[src/rtl/main_sys_pkg.sv]
// main_sys_pkg: shared FSM encodings and default timeout for the APB initiator.
//   Contents: apb_state_e (2-bit state encoding), DEFAULT_TIMEOUT.
package main_sys_pkg;
    typedef enum logic [1:0] {
        ST_IDLE   = 2'd0,
        ST_SETUP  = 2'd1,
        ST_ACCESS = 2'd2,
        ST_RESP   = 2'd3
    } apb_state_e;
    localparam int unsigned DEFAULT_TIMEOUT = 255;
endpackage

[src/rtl/apb_wdog_cnt.sv]
// apb_wdog_cnt: saturating watchdog counter for APB ACCESS-phase wait cycles.
//   clk_i/rst_i : clock, synchronous active-high reset
//   clear_i     : zero the count (transaction start)
//   enable_i    : count one stalled ACCESS cycle
//   expired_o   : count sits on the abort threshold (P_TIMEOUT-1); never set when P_TIMEOUT=0
module apb_wdog_cnt
    import main_sys_pkg::*;
#(
    parameter int unsigned P_TIMEOUT = DEFAULT_TIMEOUT
) (
    input  logic clk_i,
    input  logic rst_i,
    input  logic clear_i,
    input  logic enable_i,
    output logic expired_o
);
    // A zero timeout still needs a one-bit register to stay legal.
    localparam int unsigned W = (P_TIMEOUT > 0) ? $clog2(P_TIMEOUT + 1) : 1;
    localparam logic [W-1:0] MAX = W'(P_TIMEOUT);
    localparam logic [W-1:0] THR = (P_TIMEOUT > 0) ? W'(P_TIMEOUT - 1) : '0;

    logic [W-1:0] cnt_q, cnt_d;

    always_comb cnt_d = clear_i ? '0 : (enable_i && cnt_q != MAX) ? cnt_q + 1'b1 : cnt_q;

    always_ff @(posedge clk_i) begin
        if (rst_i) cnt_q <= '0;
        else       cnt_q <= cnt_d;
    end

    assign expired_o = (P_TIMEOUT != 0) && (cnt_q == THR);
endmodule

[src/rtl/main_apb_init.sv]
// main_apb_init: single-outstanding APB3 initiator bridging a valid/ready command
// channel to APB, with a response channel and an ACCESS-phase watchdog.
//   i_clk_main_system / i_rst_main_system : clock, synchronous active-high reset
//   i_req_* / o_req_ready                 : command request (write, addr, wdata)
//   o_rsp_* / i_rsp_ready                 : response (rdata, err, timeout)
//   o_p* / i_p*                           : APB3 initiator interface
//   o_busy                                : transaction in flight (state not IDLE)
module main_apb_init
    import main_sys_pkg::*;
#(
    parameter int unsigned P_TIMEOUT = DEFAULT_TIMEOUT
) (
    input  logic        i_clk_main_system,
    input  logic        i_rst_main_system,
    input  logic        i_req_valid,
    output logic        o_req_ready,
    input  logic        i_req_write,
    input  logic [31:0] i_req_addr,
    input  logic [31:0] i_req_wdata,
    output logic        o_rsp_valid,
    input  logic        i_rsp_ready,
    output logic [31:0] o_rsp_rdata,
    output logic        o_rsp_err,
    output logic        o_rsp_timeout,
    output logic        o_psel,
    output logic        o_penable,
    output logic        o_pwrite,
    output logic [31:0] o_paddr,
    output logic [31:0] o_pwdata,
    input  logic [31:0] i_prdata,
    input  logic        i_pready,
    input  logic        i_pslverr,
    output logic        o_busy
);
    apb_state_e  state_q, state_d;
    logic        pwrite_q, pwrite_d;
    logic [31:0] paddr_q, paddr_d;
    logic [31:0] pwdata_q, pwdata_d;
    logic [31:0] rdata_q, rdata_d;
    logic        err_q, err_d;
    logic        tmo_q, tmo_d;
    logic        wd_clear, wd_enable, wd_expired;

    apb_wdog_cnt #(.P_TIMEOUT(P_TIMEOUT)) u_wdog (
        .clk_i    (i_clk_main_system),
        .rst_i    (i_rst_main_system),
        .clear_i  (wd_clear),
        .enable_i (wd_enable),
        .expired_o(wd_expired)
    );

    always_comb begin
        state_d   = state_q;
        pwrite_d  = pwrite_q;
        paddr_d   = paddr_q;
        pwdata_d  = pwdata_q;
        rdata_d   = rdata_q;
        err_d     = err_q;
        tmo_d     = tmo_q;
        wd_clear  = 1'b0;
        wd_enable = (state_q == ST_ACCESS) && !i_pready;
        case (state_q)
            ST_IDLE: if (i_req_valid) begin
                state_d  = ST_SETUP;
                pwrite_d = i_req_write;
                paddr_d  = i_req_addr;
                pwdata_d = i_req_wdata;
                wd_clear = 1'b1;
            end
            ST_SETUP: state_d = ST_ACCESS;
            // pready wins over a watchdog expiry in the same cycle.
            ST_ACCESS: if (i_pready) begin
                state_d = ST_RESP;
                rdata_d = pwrite_q ? 32'h0 : i_prdata;
                err_d   = i_pslverr;
                tmo_d   = 1'b0;
            end else if (wd_expired) begin
                state_d = ST_RESP;
                rdata_d = 32'h0;
                err_d   = 1'b1;
                tmo_d   = 1'b1;
            end
            ST_RESP: if (i_rsp_ready) state_d = ST_IDLE;
            default: state_d = ST_IDLE;
        endcase
    end

    always_ff @(posedge i_clk_main_system) begin
        if (i_rst_main_system) begin
            state_q  <= ST_IDLE;
            pwrite_q <= 1'b0;
            paddr_q  <= '0;
            pwdata_q <= '0;
            rdata_q  <= '0;
            err_q    <= 1'b0;
            tmo_q    <= 1'b0;
        end else begin
            state_q  <= state_d;
            pwrite_q <= pwrite_d;
            paddr_q  <= paddr_d;
            pwdata_q <= pwdata_d;
            rdata_q  <= rdata_d;
            err_q    <= err_d;
            tmo_q    <= tmo_d;
        end
    end

    // Held low during reset so nothing upstream sees a ready it cannot use.
    assign o_req_ready   = (state_q == ST_IDLE) && !i_rst_main_system;
    assign o_psel        = (state_q == ST_SETUP) || (state_q == ST_ACCESS);
    assign o_penable     = (state_q == ST_ACCESS);
    assign o_pwrite      = pwrite_q;
    assign o_paddr       = paddr_q;
    assign o_pwdata      = pwdata_q;
    assign o_rsp_valid   = (state_q == ST_RESP);
    assign o_rsp_rdata   = rdata_q;
    assign o_rsp_err     = err_q;
    assign o_rsp_timeout = tmo_q;
    assign o_busy        = (state_q != ST_IDLE);
endmodule

[config.mk]
export PLATFORM = sky130hd
export DESIGN_NAME = main_apb_init
export DESIGN_NICKNAME = d
export VERILOG_FILES = /design/src/rtl/main_sys_pkg.sv /design/src/rtl/apb_wdog_cnt.sv /design/src/rtl/main_apb_init.sv
export SDC_FILE = /design/constraint.sdc
export NUM_CORES = 1
export LEC_CHECK = 0
export CAP_MARGIN = 25
export CORE_MARGIN = 2
export CORE_UTILIZATION = 45
export CTS_BUF_LIST = sky130_fd_sc_hd__clkbuf_4
export CTS_CLUSTER_DIAMETER = 80
export DETAILED_ROUTE_END_ITERATION = 6
export PLACE_DENSITY = 0.95
export SETUP_SLACK_MARGIN = 0.5
export SYNTH_ARGS = -nofsm -noshare
export SYNTH_HDL_FRONTEND = slang
export SYNTH_SLANG_ARGS = --single-unit
[constraint.sdc]
create_clock -name i_clk_main_system -period 4.1 [get_ports i_clk_main_system]
set_clock_uncertainty 0.05 [all_clocks]
set_input_delay 0.82 -clock i_clk_main_system [delete_from_list [all_inputs] [get_ports i_clk_main_system]]
set_output_delay 0.82 -clock i_clk_main_system [all_outputs]
set_load 0.1 [all_outputs]
==> results.md <==
Floorplan:
- From left edge to right edge, the die measures 101 um.
- From bottom edge to top edge, the die measures 101 um.
- The area of the core is around 0.0092 mm^2.
- The number of placement rows is 35.
- The number of primary I/O pins is ~210.
- The initial cell density of the core is between 40% and 50%.
- The die footprint is slightly above 0.01 mm^2.

Placement:
- During placement, the flow inserted port buffers numbering 206.
- In this run, placement finished with an instance count of between 700 and 800.
- The weighted congestion at the end of routability-driven global placement is about 0.76.
- In this run the cell area measured after placement is ~0.0063 mm^2.
- Once detailed placement completed, the half-perimeter wirelength came to ~8600 um.

Critical path:
- STA puts the critical path data required time at 3.23 ns.
- The worst register-to-register path ends at o_rsp_rdata[17]$_SDFFE_PP0P_.
- The source of the worst register-to-register timing path is u_wdog.cnt_q[5]$_SDFFE_PP0P_.
- The most critical setup path has its startpoint at state_q[0]$_SDFFE_PP0P_.
- The stage delay of the slowest cell on the critical path is 1.21 ns.
- For this design, the slowest cell found on the critical path is sky130_fd_sc_hd__clkdlybuf4s50_1.
- The signal on the critical path passes through inv_1 > ha_1 > clkdlybuf4s50_1.
- Data arrives at the worst endpoint at about 2.5 ns.
- The number of cells on the worst reg-to-reg path is 5.
- The class of the most critical setup path is reg -> out.
- The worst setup path is captured at an output pin.
- The highest fanout seen on the critical path is 8.
- The setup check on the worst reg-to-reg path leaves a slack of 1.78 ns.
- The critical path startpoint category is a flop.

Logic synthesis:
- The fraction of synthesized cell area taken by the top area cell type is approximately half.
- By count the netlist is led by sky130_fd_sc_hd__nand2_1 (165), sky130_fd_sc_hd__dfxtp_1 (109), sky130_fd_sc_hd__a21oi_1 (67).
- The async set-reset flop share out of synthesis is 0%.
- The mapped cell area is ~0.0043 mm^2.
- The number of nets produced by synthesis is slightly above 600.
- The number of enable flip-flop cells after synthesis is 0.
- Of all cell types, the one taking the most synthesized area is sky130_fd_sc_hd__dfxtp_1.
- By area the synthesized netlist is led by sky130_fd_sc_hd__dfxtp_1 (51%), sky130_fd_sc_hd__nand2_1 (15%), sky130_fd_sc_hd__a21oi_1 (7.9%), sky130_fd_sc_hd__mux2i_1 (7.8%), sky130_fd_sc_hd__nand2b_1 (5.3%).
- After technology mapping, the gate count stands at approximately 500.
- Yosys instantiated no cell more often than sky130_fd_sc_hd__nand2_1.
- The synthesis-stage register bit count is around 110.
- The share of the yosys chip area belonging to registers is around half.
- The yosys synthesis warning count is 0.
- The synthesized area per cell is roughly 8.6 um^2.
- Yosys mapped the design onto 28 distinct sky130hd cell types.
- For this run, the leading register cell type out of synthesis is sky130_fd_sc_hd__dfxtp_1.

STA:
- The number of endpoints with negative hold slack in the final report was 0.
- The accumulated negative setup slack is 0 ns.
- The maximum achievable frequency is 295 MHz.
- Headroom to the max-slew limit came out at just under 30%.
- Setup violations remaining at the end of the flow were counted as 0.
- Of the available clock period, the critical path in the final layout requires 82.8%.
- Setup repair after global routing left no endpoint under its margin.
- For the pin with the worst max-slew slack, the measured transition is approximately 1.1 ns.
- The clock period minus final worst setup slack is roughly 3.4 ns.
- The number of pins exceeding their max-slew limit in the final report is 0.

Detailed routing:
- The total via count after detailed routing is approximately 4,000.
- The residual antenna-violating net count after detailed routing is 0.
- The final routed DRC violation total is 0.
- For this run, the detailed router's first-pass iteration total came to 7.
- Summed over all layers, the routed wires come to 11,800 um.
- The routed length per instance is 14.8 um.
- Using the TritonRoute via totals, the vias-per-cell ratio works out to ~5.0.
- The initial DRC count is ~140.

Power and ir drop:
- The analysis attributes to cell leakage a power of about 2.5 nW.
- Across the VDD grid, the largest voltage drop is 0.000299 V.
- The power per cell area is between 500 and 600 mW/mm^2.

Global route:
- The overall fraction of global-route tracks in use is a little under a quarter.
- The first global-routing pass estimated 18,800 um of wire.
- Global routing finished with a remaining overflow of 0.
- The number of global-route vias before repair is approximately 4,000.
- Entering global routing, the biggest net connects between 100 and 150 pins.
- The number of antenna violations at the first check in global routing is 1.

Clock tree:
- The CTS sink count is approximately 110.
- The cell chosen for the clock root is sky130_fd_sc_hd__clkbuf_4.
- The number of levels in the clock H-tree is 3.
- After clock tree synthesis, the clock-pin slew on the worst setup and hold paths is ~0.17 ns.
- In this run the deepest clock path goes through 2 buffers.
- The count of cells resized by post-cts repair is 0.
- TritonCTS built the clock tree.
- The post-cts hold buffer count is 0.
- The number of clock buffers added by TritonCTS is 9.
- The clock latency on the worst-skew pair is ~0.45 ns.
- The post-CTS setup-driven buffer insertion count is 0.

Hold path:
- The cell depth of the worst min-delay path is 2.
- The worst hold path belongs to the class reg -> reg.
- The hold-critical path endpoint is o_pwdata[8]$_SDFFE_PP0P_.
- In this run the most critical hold path is launched from o_pwdata[8]$_SDFFE_PP0P_.

Cells and area:
- From synthesis to final layout, the design area changed by 52.6%.
- The finished cells cover 0.00649 mm^2.
- The finished layout holds between 800 and 900 standard cells, fillers aside.
- Of the cells placed in the final design, the portion with a size suffix greater than 1 is under 10%.
- For this run, the post-layout net count is between 700 and 800.

Status:
- The run finished with clean final reports.

Flow run:
- The number of max-cap violations is 0.
[cells by family (layout without fill, tap and decap cells)]
group           count (synthesis)  in the layout  share of synthesized area (%)
flops                         109            109                           51.3
mux                            33             33                           7.77
simple gates                  222            222                           22.6
xor+xnor                        7              7                           1.44
fa+ha+maj                       6              6                           1.77
buf+inv                        40            235                           4.86
compound gates                 78             78                           10.2
other cells                     0              1                              0
[where the power goes]
group / switching (mW) / internal, mW / total, mW
Combinational: 1.39 / 0.473 / 1.86
Sequential: 0.0706 / 1.19 / 1.26
Clock: 0.350 / 0.189 / 0.539
[through the flow]
stage / hold WS (ns) / worst slack, ns / power [mW] / utilization [%]
floorplan: 0.427 / 0.790 / 2.67 / -
global placement: 0.391 / 1.27 / 3.08 / 68.5
detailed placement: 0.396 / 1.22 / 3.13 / 68.8
CTS: 0.417 / 0.677 / 3.66 / 70.3
global route: 0.432 / 0.633 / 3.81 / 70.5
finish: 0.414 / 0.706 / 3.66 / 70.5
[worst max-delay path by stage]
stage	end	slack, ns	cells after the start
after floorplan	o_req_ready	0.79	3
after global placement	o_penable	1.27	3
after detailed placement	o_penable	1.22	3
after CTS	o_penable	0.68	3
after global routing	o_penable	0.63	3
final	o_penable	0.71	3
[worst max-delay path: cells and delay by family, from the launching register on]
family / cells / cell delay [ns]
fa+ha+maj: 1 / 0.39
buf+inv: 2 / 1.33
flops: 1 / 0.35
[sequential cells by signal, summed over array words and instances (netlist names)]
register / cells
u_wdog.cnt_q: 8
o_pwdata: 32
o_rsp_rdata: 32
o_rsp_err: 1
o_paddr: 32
o_rsp_timeout: 1
state_q: 2
o_pwrite: 1
[area by class of cell]
cell class	count	area, um^2
clock buffers	9	67.6
inverters	7	26.3
diodes	1	2.50
repair buffers	212	2120
well taps	111	139
flip-flops and latches	109	2180
fillers	683	2710
clock inverters	7	72.6
multi-input cells	346	1870
[cell usage in the layout (no fill, tap or decap), drive strengths merged, types with 2 or more instances in the layout]
cell type / n
clkdlybuf4s50: 204
nand2: 165
dfxtp: 109
a21oi: 67
nand2b: 36
mux2i: 33
nor2: 11
clkbuf: 9
inv: 9
buf: 8
xnor2: 7
a211oi: 6
ha: 6
clkinv: 3
nor3b: 2
and4: 2
o21ai: 2
[routing by layer]
metal  routed length, um  GRT usage (%)
met1                4640           25.5
met2                6090           40.8
met3                 735           5.18
met4                 376           12.0
met5                   0              0
Power figures use the tool's default switching activity.
